--- src/rtl/key_event_timestamper.sv ---
// key_event_timestamper: microsecond timebase, KEY debounce, and timestamped event FIFO
module key_event_timestamper #(
  parameter int CLK_PER_US  = 50,
  parameter int DEBOUNCE_US = 5000,
  parameter int NKEYS       = 4,
  parameter int FIFO_DEPTH  = 16
) (
  input  logic        CLOCK_50,
  input  logic        RESET_N,
  input  logic [3:0]  KEY,
  output logic [31:0] microseconds,
  output logic        ev_valid,
  output logic [34:0] ev_data,
  input  logic        ev_pop,
  output logic [4:0]  ev_count,
  output logic        overflow,
  input  logic        ovf_clear
);
  localparam int PW = $clog2(CLK_PER_US);
  localparam int DW = (DEBOUNCE_US > 1) ? $clog2(DEBOUNCE_US) : 1;
  localparam int AW = $clog2(FIFO_DEPTH);
  localparam int CW = $clog2(FIFO_DEPTH + 1);
  localparam logic [PW-1:0] PRE_MAX = PW'(CLK_PER_US - 1);
  localparam logic [DW-1:0] DEB_MAX = DW'(DEBOUNCE_US - 1);
  localparam logic [CW-1:0] DEPTH   = CW'(FIFO_DEPTH);

  logic [PW-1:0]    r_pre;
  logic [31:0]      r_us;
  logic [NKEYS-1:0] r_s1, r_s2, r_stable, r_pend;
  logic [DW-1:0]    r_cnt [NKEYS];
  logic [31:0]      r_ts  [NKEYS];
  logic             r_wr_en;
  logic [34:0]      r_wr_data;
  logic [34:0]      r_mem [FIFO_DEPTH];
  logic [AW-1:0]    r_wp, r_rp;
  logic [CW-1:0]    r_count;
  logic             r_ovf;
  logic             w_tick, w_pop, w_wr, w_drop;
  logic [NKEYS-1:0] w_commit, w_grant;
  logic [1:0]       w_sel;

  assign w_tick       = (r_pre == PRE_MAX);
  assign microseconds = r_us;
  assign w_pop        = ev_pop & (r_count != '0);
  assign w_wr         = r_wr_en & ((r_count < DEPTH) | w_pop);
  assign w_drop       = r_wr_en & ~w_wr;
  assign ev_valid     = (r_count != '0);
  assign ev_data      = ev_valid ? r_mem[r_rp] : '0;
  assign ev_count     = 5'(r_count);
  assign overflow     = r_ovf;

  // Prescaler produces one tick per microsecond; the microsecond count advances on it
  always_ff @(posedge CLOCK_50 or negedge RESET_N) begin
    if (!RESET_N) begin
      r_pre <= '0;
      r_us  <= '0;
    end else begin
      r_pre <= w_tick ? '0 : r_pre + 1'b1;
      if (w_tick) r_us <= r_us + 1'b1;
    end
  end

  // Two-flop synchroniser, inverted at the input so 1 means pressed and reset means released
  always_ff @(posedge CLOCK_50 or negedge RESET_N) begin
    if (!RESET_N) begin
      r_s1 <= '0;
      r_s2 <= '0;
    end else begin
      r_s1 <= ~KEY[NKEYS-1:0];
      r_s2 <= r_s1;
    end
  end

  // A key commits on the tick that completes DEBOUNCE_US ticks away from its stable level
  always_comb begin
    w_commit = '0;
    for (int k = 0; k < NKEYS; k++)
      w_commit[k] = w_tick & (r_s2[k] != r_stable[k]) & (r_cnt[k] == DEB_MAX);
  end

  // Per-key debounce counters, committed level and commit timestamp
  always_ff @(posedge CLOCK_50 or negedge RESET_N) begin
    if (!RESET_N) begin
      r_stable <= '0;
      for (int k = 0; k < NKEYS; k++) begin
        r_cnt[k] <= '0;
        r_ts[k]  <= '0;
      end
    end else begin
      for (int k = 0; k < NKEYS; k++) begin
        if (r_s2[k] == r_stable[k]) r_cnt[k] <= '0;
        else if (w_commit[k]) begin
          r_stable[k] <= r_s2[k];
          r_cnt[k]    <= '0;
          r_ts[k]     <= r_us;
        end else if (w_tick) r_cnt[k] <= r_cnt[k] + 1'b1;
      end
    end
  end

  // Fixed-priority grant: lowest-index pending key wins
  always_comb begin
    w_grant = '0;
    w_sel   = '0;
    for (int k = NKEYS - 1; k >= 0; k--)
      if (r_pend[k]) begin
        w_grant    = '0;
        w_grant[k] = 1'b1;
        w_sel      = 2'(k);
      end
  end

  // Pending bits drain one per cycle into a registered write request
  always_ff @(posedge CLOCK_50 or negedge RESET_N) begin
    if (!RESET_N) begin
      r_pend    <= '0;
      r_wr_en   <= 1'b0;
      r_wr_data <= '0;
    end else begin
      r_pend    <= (r_pend & ~w_grant) | w_commit;
      r_wr_en   <= |r_pend;
      r_wr_data <= {r_stable[w_sel], w_sel, r_ts[w_sel]};
    end
  end

  // FIFO storage needs no reset: the head is gated by ev_valid
  always_ff @(posedge CLOCK_50) begin
    if (w_wr) r_mem[r_wp] <= r_wr_data;
  end

  // FIFO pointers, occupancy and sticky overflow (a drop beats a clear)
  always_ff @(posedge CLOCK_50 or negedge RESET_N) begin
    if (!RESET_N) begin
      r_wp    <= '0;
      r_rp    <= '0;
      r_count <= '0;
      r_ovf   <= 1'b0;
    end else begin
      if (w_wr)  r_wp <= r_wp + 1'b1;
      if (w_pop) r_rp <= r_rp + 1'b1;
      r_count <= r_count + CW'(w_wr) - CW'(w_pop);
      r_ovf   <= w_drop | (r_ovf & ~ovf_clear);
    end
  end
endmodule
--- config.mk ---
export PLATFORM = sky130hd
export DESIGN_NAME = key_event_timestamper
export DESIGN_NICKNAME = d
export VERILOG_FILES = /design/src/rtl/key_event_timestamper.sv
export SDC_FILE = /design/constraint.sdc
export NUM_CORES = 1
export LEC_CHECK = 0
export ABC_AREA = 1
export BUFFER_PORTS_ARGS = -buffer_cell sky130_fd_sc_hd__buf_2
export CAP_MARGIN = 25
export CORE_MARGIN = 2
export CORE_UTILIZATION = 50
export DETAILED_ROUTE_END_ITERATION = 8
export PLACE_DENSITY = 0.8
export SETUP_SLACK_MARGIN = 0.05
export SYNTH_ARGS = -nofsm -noshare
export SYNTH_HDL_FRONTEND = slang
export SYNTH_SLANG_ARGS = --single-unit
--- constraint.sdc ---
create_clock -name CLOCK_50 -period 3 [get_ports CLOCK_50]
set_clock_uncertainty 0.1 [all_clocks]
set_input_delay 0.15 -clock CLOCK_50 [delete_from_list [all_inputs] [get_ports CLOCK_50]]
set_output_delay 0.15 -clock CLOCK_50 [all_outputs]
set_load 0.01 [all_outputs]
==> results.txt, run 1 <==
The final-report hold violation count came to 0. The die width is 275 µm. At the worst endpoint, the required time is 2.75 ns.

The via count is about 27,000. The tool flagged a number of max-cap violations equal to 0. The critical path goes through inv_8 > bufbuf_16 > nand2_1 > nand3_1 > nand3_1 > nand3_1 > a21oi_1 > buf_2. The initial core utilization is 50.4%. The total global routing overflow came out at 0.

In this run the register-to-register setup slack is ~0.37 ns. TritonCTS built the clock tree. The total power per unit cell area is 745 mW/mm². The mean instance size in the synthesized netlist came out at 9.78 µm². Pin placement for this block handled 82 I/O pins. The residual DRC count is 0.

STA classifies the critical path endpoint as a primary output. The async set-reset flop share out of synthesis came out at roughly a third. Dividing the detail-routed wire length by the instance count gives 19.0 µm. The final number of setup-violating endpoints is 0.

The final critical path takes up 97.0% of the cycle. The path class of the lowest-slack min-delay path is in -> async. The half-perimeter wire length after placement came out at 50.7 mm. The startpoint identified for the worst register-to-register timing path is ev_count[3]. The longest individual stage delay on the worst path came out at 0.57 ns.

By area the synthesized netlist is led by edfxtp_1 (46%), dfrtp_1 (19%), nand2_1 (12%), nand3_1 (6.7%), inv_1 (3.8%). Entering global routing, the biggest net connects 91 pins. The number of clock sinks came out at 844. The largest fanout on the critical path is 33. Setup repair after global routing could not meet its margin everywhere.

The global-route usage over all layers came out at about 24%. In the final timing run, aggregate negative setup slack is 0 ns. The count of cells along the worst register-to-register path is 13. The antenna cell count is 0.

The number of iterations in the first detailed-routing pass is 6. The routed design has between 90 and 100 mm of wire. The net count reported at finish came out at 3,841. The highest clock rate came out at 344 MHz. The sequential element share of the synthesized area is 65.2%. Counting flops with a built-in enable in the synthesized netlist gives 560. The clock latency on the worst-skew pair is 0.64 ns. The full die area came out at 0.0755 mm². The CTS H-tree depth is 3.

The number of global-route vias before repair came out at ~26,000. The placeable core area came out at 0.0728 mm². Of all cell types, the one taking the most synthesized area is edfxtp_1. The largest voltage drop on the vdd net came out at 0.000592 V. The number of warnings reported in the yosys synthesis log came out at 0. Clock-pin slew was measured on the worst setup and hold paths at about 0.060 ns. The wire length of the first global-routing pass is approximately 140 mm. The fraction of layout cells with a size suffix above 1 came out at 8.92%.

The number of library cell types mapped by synthesis is 39. The cell area that synthesis handed to floorplanning was roughly 0.037 mm². The number of nets handed over by synthesis was 3,778. The post-place setup slack is 0.482 ns. The floorplan die height came out at between 200 and 300 µm.

On the critical path, the stage with the largest delay is an instance of dfrtp_4. The static leakage came out at 18.4 nW. The pin slew with the least headroom to its limit is 0.830 ns. Counting stages on the worst path, the most repeated cell is nand3_1.

Row generation in the floorplan step produced 99 rows. The final count of pins violating max slew came out at 0. The flow ran to the end, and the final reports show no timing, DRC or antenna violations. The initial antenna violation count is 2.

The total CTS buffers came out at 85. The clock period could shrink to between 2 and 3 ns. The cell count after synthesis came out at 3,751.

The most used flip-flop cell after synthesis is edfxtp_1. The area growth from synthesis to layout is 12.9%. The quantity of I/O buffers inserted on ports is 81. The worst register-to-register path ends at ev_count[4]. The synthesized design devotes to its leading area cell type 45.8% of total area. The worst slew slack as a fraction of its limit came out at 44.5%. The critical path in this run is classified as reg -> out.

The worst path arrival time came out at 2.66 ns. The overall power of the completed layout came out at 30.9 mW. The vias per cell came out at 5.57. The worst-case setup margin in the final layout is between 0.09 and 0.1 ns.

The worst setup path is launched from a register. Routability-driven placement finished with a final weighted congestion of 0.864. Fill cells in the final layout number between 5,000 and 6,000. The worst-case clock buffer depth came out at 3. The number of register bits inferred by synthesis is 844. The tree is rooted in a clkbuf_16. The detail route stage leaves a number of antenna-violating nets equal to 0. For this block, the initial DRC count from the detailed router was 3,132.
==> cell usage after synthesis (5+ instances only) <==
master and instances:
nor2_1 238, o21ai_1 19, dfrtp_1 284, buf_4 6
o21bai_1 6, ha_1 18, buf_1 30, nand3b_1 7
nand2_2 5, a21oi_1 46, xor2_1 32, o22ai_1 48
inv_1 374, inv_2 9, buf_2 79, xnor2_1 17
nor3_1 24, nand4_1 20, nand2_1 1176, nand3_1 490
clkbuf_1 77, edfxtp_1 560, nor2_2 6, o21ai_0 156
==> layer usage <==
layer | track usage [%] | vias up | wire length [µm]
met5 | 0 | - | 0
met4 | 9.67 | 0 | 3060
met3 | 4.02 | 220 | 8970
met2 | 40.7 | 1438 | 44600
met1 | 32.2 | 12800 | 35100
li1 | - | 12400 | -
==> worst max-delay path, delay by kind of cell (launching register included) <==
| kind | cells | cell delay (ns) |
|---|---|---|
| AO/OA/AOI/OAI | 1 | 0.40 |
| buffers and inverters | 3 | 0.69 |
| flip-flops | 1 | 0.57 |
| AND/OR/NAND/NOR | 4 | 0.35 |
==> area by class of cell <==
type / instances / area (µm²) / area share, %
inverters: 387 / 1470 / 3.54
well taps: 959 / 1200 / 2.90
flip-flops and latches: 844 / 23900 / 57.8
clock inverters: 48 / 453 / 1.09
multi-input cells: 2325 / 10600 / 25.5
repair buffers: 171 / 1520 / 3.67
clock buffers: 106 / 2290 / 5.52
==> what timing repair did <==
item / in CTS / in global routing
endpoints found under the setup margin: 10 / 21
gates resized for setup: 5 / 7
pin swaps: 0 / 0
hold endpoints to repair: 137 / 0
setup buffers: 1 / 2
cloned: 1 / 2
hold buffers: 8 / 0
==> layout by cell type (no fill, tap or decap), drive strengths merged, types with 6 or more instances in the layout <==
cell	count
ha	18
nor3	24
inv	390
o21bai	6
nor2	249
xor2	32
clkinv	36
nand3b	8
bufinv	6
o22ai	48
nand3	491
dlygate4sd3	8
nand4	21
dfrtp	284
clkbuf	108
o21ai	175
edfxtp	560
buf	160
xnor2	17
a21oi	49
nand2	1182
==> stage by stage <==
step,utilization (%),hold slack [ns],instance area (µm²),std cells
4_1_cts,56.8,0.0294,41300,4836
2_1_floorplan,-,-0.246,36700,3751
5_1_grt,56.9,0.0709,41400,4840
6_report,56.9,0.00482,41400,4840
3_3_place_gp,52.8,0.113,38400,4672
3_5_place_dp,52.8,0.116,38400,4672
==> state kept, by name (all words and copies together), names as in the netlist, 4 cells and up <==
name and cells:
r_mem 560, r_ts 128, r_cnt 52, r_wr_data 35, microseconds 32, r_pre 6, ev_count 5, r_pend 4
r_rp 4, r_s1 4, r_s2 4, r_stable 4, r_wp 4
==> cells by family after synthesis <==
| family | after synthesis | synth area share (%) |
|---|---|---|
| AND/OR/NAND/NOR | 1976 | 22.5 |
| XOR/XNOR | 49 | 1.17 |
| buffers and inverters | 582 | 6.35 |
| flip-flops | 844 | 65.2 |
| AO/OA/AOI/OAI | 281 | 4.09 |
| adder cells (fa/ha/maj) | 19 | 0.669 |
==> where the power goes <==
part	total [mW]	switching [mW]	internal, mW
combinational	7.96	5.39	2.58
clock	10.4	4.43	5.96
sequential	12.5	0.115	12.4
==> worst max-delay path by stage <==
stage / start / endpoint / slack (ns) / cells past startpoint
final: r_rp[0] / ev_data[25] / 0.09 / 8
after global routing: r_rp[0] / ev_data[22] / 0.04 / 10
after CTS: ev_count[3] / ev_data[0] / 0.04 / 8
after detailed placement: ev_count[3] / ev_count[4] / 0.48 / 13
after global placement: ev_count[3] / ev_count[4] / 0.56 / 13
after floorplan: ev_count[4] / r_mem[11][0] / 0.1 / 5
Note: power is estimated with default switching activity, not from simulation.
==> inputs of run 2 (changes only) <==
==> constraint.sdc (replaced) <==
create_clock -name CLOCK_50 -period 2.5 [get_ports CLOCK_50]
set_clock_uncertainty 0.1 [all_clocks]
set_input_delay 0.125 -clock CLOCK_50 [delete_from_list [all_inputs] [get_ports CLOCK_50]]
set_output_delay 0.125 -clock CLOCK_50 [all_outputs]
set_load 0.01 [all_outputs]
==> results.txt, run 2 (same netlist as run 1, synthesis figures left out) <==
The number of clock sinks is between 800 and 900. The static leakage came out at about 19 nW. Cells fill 60.3% of the core in the end. The path class of the lowest-slack min-delay path is in -> reg. r_mem holds more flip-flops than any other register.

The final critical-path required period is 2.88 ns. Once layout is done, the placed cells without fillers occupy 0.0439 mm². The count of cells along the worst register-to-register path is 12. The number of iterations in the first detailed-routing pass came out at 8. The final weighted congestion of routability-driven global placement came out at ~0.82. Before CTS, the worst setup slack after placement is 0.0331 ns. The quantity of I/O buffers inserted on ports is 81.

CTS placed an instance of clkbuf_16 at the clock tree root. Dividing the final minimum period by the clock period gives 115%. TritonCTS built the clock tree. Traced cell by cell, the critical path runs through buf_12 > clkinv_16 > buf_16 > nand2_1 > nand3_1 > nand3_2 > nand3_1 > a21oi_1 > buf_4 > buf_2. The pin slew with the least headroom to its limit is approximately 0.75 ns. The largest fanout on the critical path is 9.

The wire length of the first global-routing pass came out at 147 mm. In the layout the commonest cells are nand2_1 (1,138), edfxtp_1 (560), nand3_1 (396). The startpoint identified for the worst hold timing path is KEY[3]. Headroom to the max-slew limit came out at between 40% and 50%.

The routed wire length came out at 103 mm. The final reports fail on setup timing. The remaining antenna violation count came out at 0. The final-report hold violation count came out at 0.

The detailed router placed 28,200 vias in this run. The post-route netlist has 15.0% of its cells at a drive strength greater than 1. The path with the worst hold slack has its endpoint at r_s1[3].

Setup repair after global routing could not meet its margin everywhere. The floorplan step defined a die boundary enclosing 0.0755 mm². The number of I/O pins came out at 82.

The endpoint identified for the worst register-to-register timing path is ev_count[4]. The largest registers in the layout are r_mem x560, r_ts x128, r_cnt x52. The depth of the worst hold-timing path is 3. Measured along the x axis, the die boundary spans 275 µm.

The first routing iteration left ~4,000 violations. The area growth from synthesis to layout is 19.8%. The global-route usage over all layers came out at between 20% and 30%. The initial antenna violation count is 2. The worst-case setup margin in the final layout is -0.382 ns. The placeable core area came out at 0.0728 mm².

By instance count, the cell type seen most on the critical path is nand3_1. The worst setup path is of the reg -> out kind. After global routing the overflow that remains totals 0. The startpoint identified for the worst register-to-register timing path is ev_count[0].

The count of buffer and inverter cells on the critical path is 5. The highest clock rate is 347 MHz. The clock input transition at the sequential cells of the worst setup and hold paths came out at 0.06 ns. The global routing usage on met3 came out at 4.63%. The met2 track demand over resource in global routing came out at 42.6%. At the worst endpoint, the arrival time is 2.66 ns. On the critical path, the stage with the largest delay is an instance of dfrtp_4. The number of maximum-capacitance constraint violations came out at 0. The longest individual stage delay on the worst path is 0.49 ns. In this run the cell area measured after placement is 0.0388 mm².

The most crowded layer after global routing is met2. After legalization and detailed placement, the total HPWL measured 51.4 mm. The register with the most flip-flops in the layout has 560 of them. The average wire length per cell after detail routing is 20.9 µm.

The largest voltage drop on the vdd net is between 0.0008 and 0.0009 V. The worst path required time is 2.28 ns. The library cell used most frequently in the layout, excluding fill and tap cells, is nand2_1. The number of global-route vias before repair came out at 27,000. The flow ran to the end, but the final reports show violations. The worst-case clock buffer depth came out at 3.

For this run, design rule violations remaining after detail routing come to 0. The largest net degree at the start of global routing is 84. The final number of setup-violating endpoints is 35.

STA classifies the critical path endpoint as a primary output. For this run, global-route usage on met1 was measured as 32.4%. The site row count came out at 99.

The vias per cell came out at 5.74. The antenna cell count came out at 0. The final count of pins violating max slew came out at 0.

The initial utilization of the core area, before any placement, comes to 50.4%. The total CTS buffers is 87. STA classifies the critical path startpoint as a register.

The slack of the worst reg-to-reg path came out at 0.20 ns. On the critical path the largest part of the delay comes from buffers and inverters. The later pin in the worst-skew pair is clocked with a latency of 0.65 ns. The CTS H-tree depth is 3.

The total power per unit cell area is 959 mW/mm². The net count reported at finish came out at 3,915. The floorplan die height came out at 275 µm.
==> run 2: cell types whose count changed in the layout (fill, tap and decap cells not counted), sizes merged <==
cell	delta
buf	+44
clkbuf	+40
clkinv	-12
bufinv	+2
clkinvlp	+2
bufbuf	-1
dlygate4sd3	+1
inv	+1
==> run 2: worst reg2reg max path, cell delays in order (launching register included) <==
cell and delay (ns):
dfrtp_1 0.43, nor2_2 0.16, nand3_4 0.08, nand2_2 0.09, inv_2 0.05, ha_4 0.25, inv_2 0.03, ha_4 0.15
fa_2 0.37, a21oi_2 0.16, nor2_1 0.06, nor2_1 0.12, xor2_1 0.15
==> run 2: cell type report <==
class	instances	area [µm²]
Inverter	387	1480
Fill cell	5376	28900
Tap cell	959	1200
Clock inverter	36	485
Clock buffer	123	2430
Sequential cell	844	23900
Multi-Input combinational cell	2325	11400
Timing Repair inverter	5	58.8
Timing Repair Buffer	238	2960
==> run 2: how the worst max path moves through the flow <==
stage                            from           end  cells past startpoint
after detailed placement  ev_count[2]   ev_count[4]                     13
final                         r_rp[0]   ev_data[13]                     10
after global placement    ev_count[2]   ev_count[4]                     13
after CTS                     r_rp[0]    ev_data[2]                      9
after global routing          r_rp[0]    ev_data[1]                      9
after floorplan           ev_count[4]  r_mem[11][0]                      5
==> run 2: report_power, final <==
group          internal, mW  switching (mW)
Sequential             14.9           0.150
Combinational          5.43            8.43
Clock                  7.68            5.58
Total                  28.0            14.2
==> run 2: timing repair <==
action                                  CTS  global route
pin swaps                                16            98
buffers inserted                          7            10
endpoints found under the setup margin   36            36
hold endpoints to repair                295             0
gates resized for setup                  67           178
gates cloned                             10            32
hold buffers                              9             0
==> run 2: per-layer routing <==
metal | wire length [µm] | part of all wire (%)
met1 | 37300 | 36
met2 | 49500 | 48
met3 | 11200 | 11
met4 | 5010 | 4.9
met5 | 13 | 0.013
==> run 2: stage by stage <==
stage          power, mW  instances  TNS, ns  hold slack, ns
3_5_place_dp        24.4       4690        0          0.0351
6_report            42.1       4917    -7.57          0.0486
4_1_cts             38.9       4875    -5.35          0.0325
2_1_floorplan       21.1       3751  -140.19          -0.271
3_3_place_gp        24.2       4690        0          0.0342
5_1_grt             43.5       4917    -9.94          0.0550
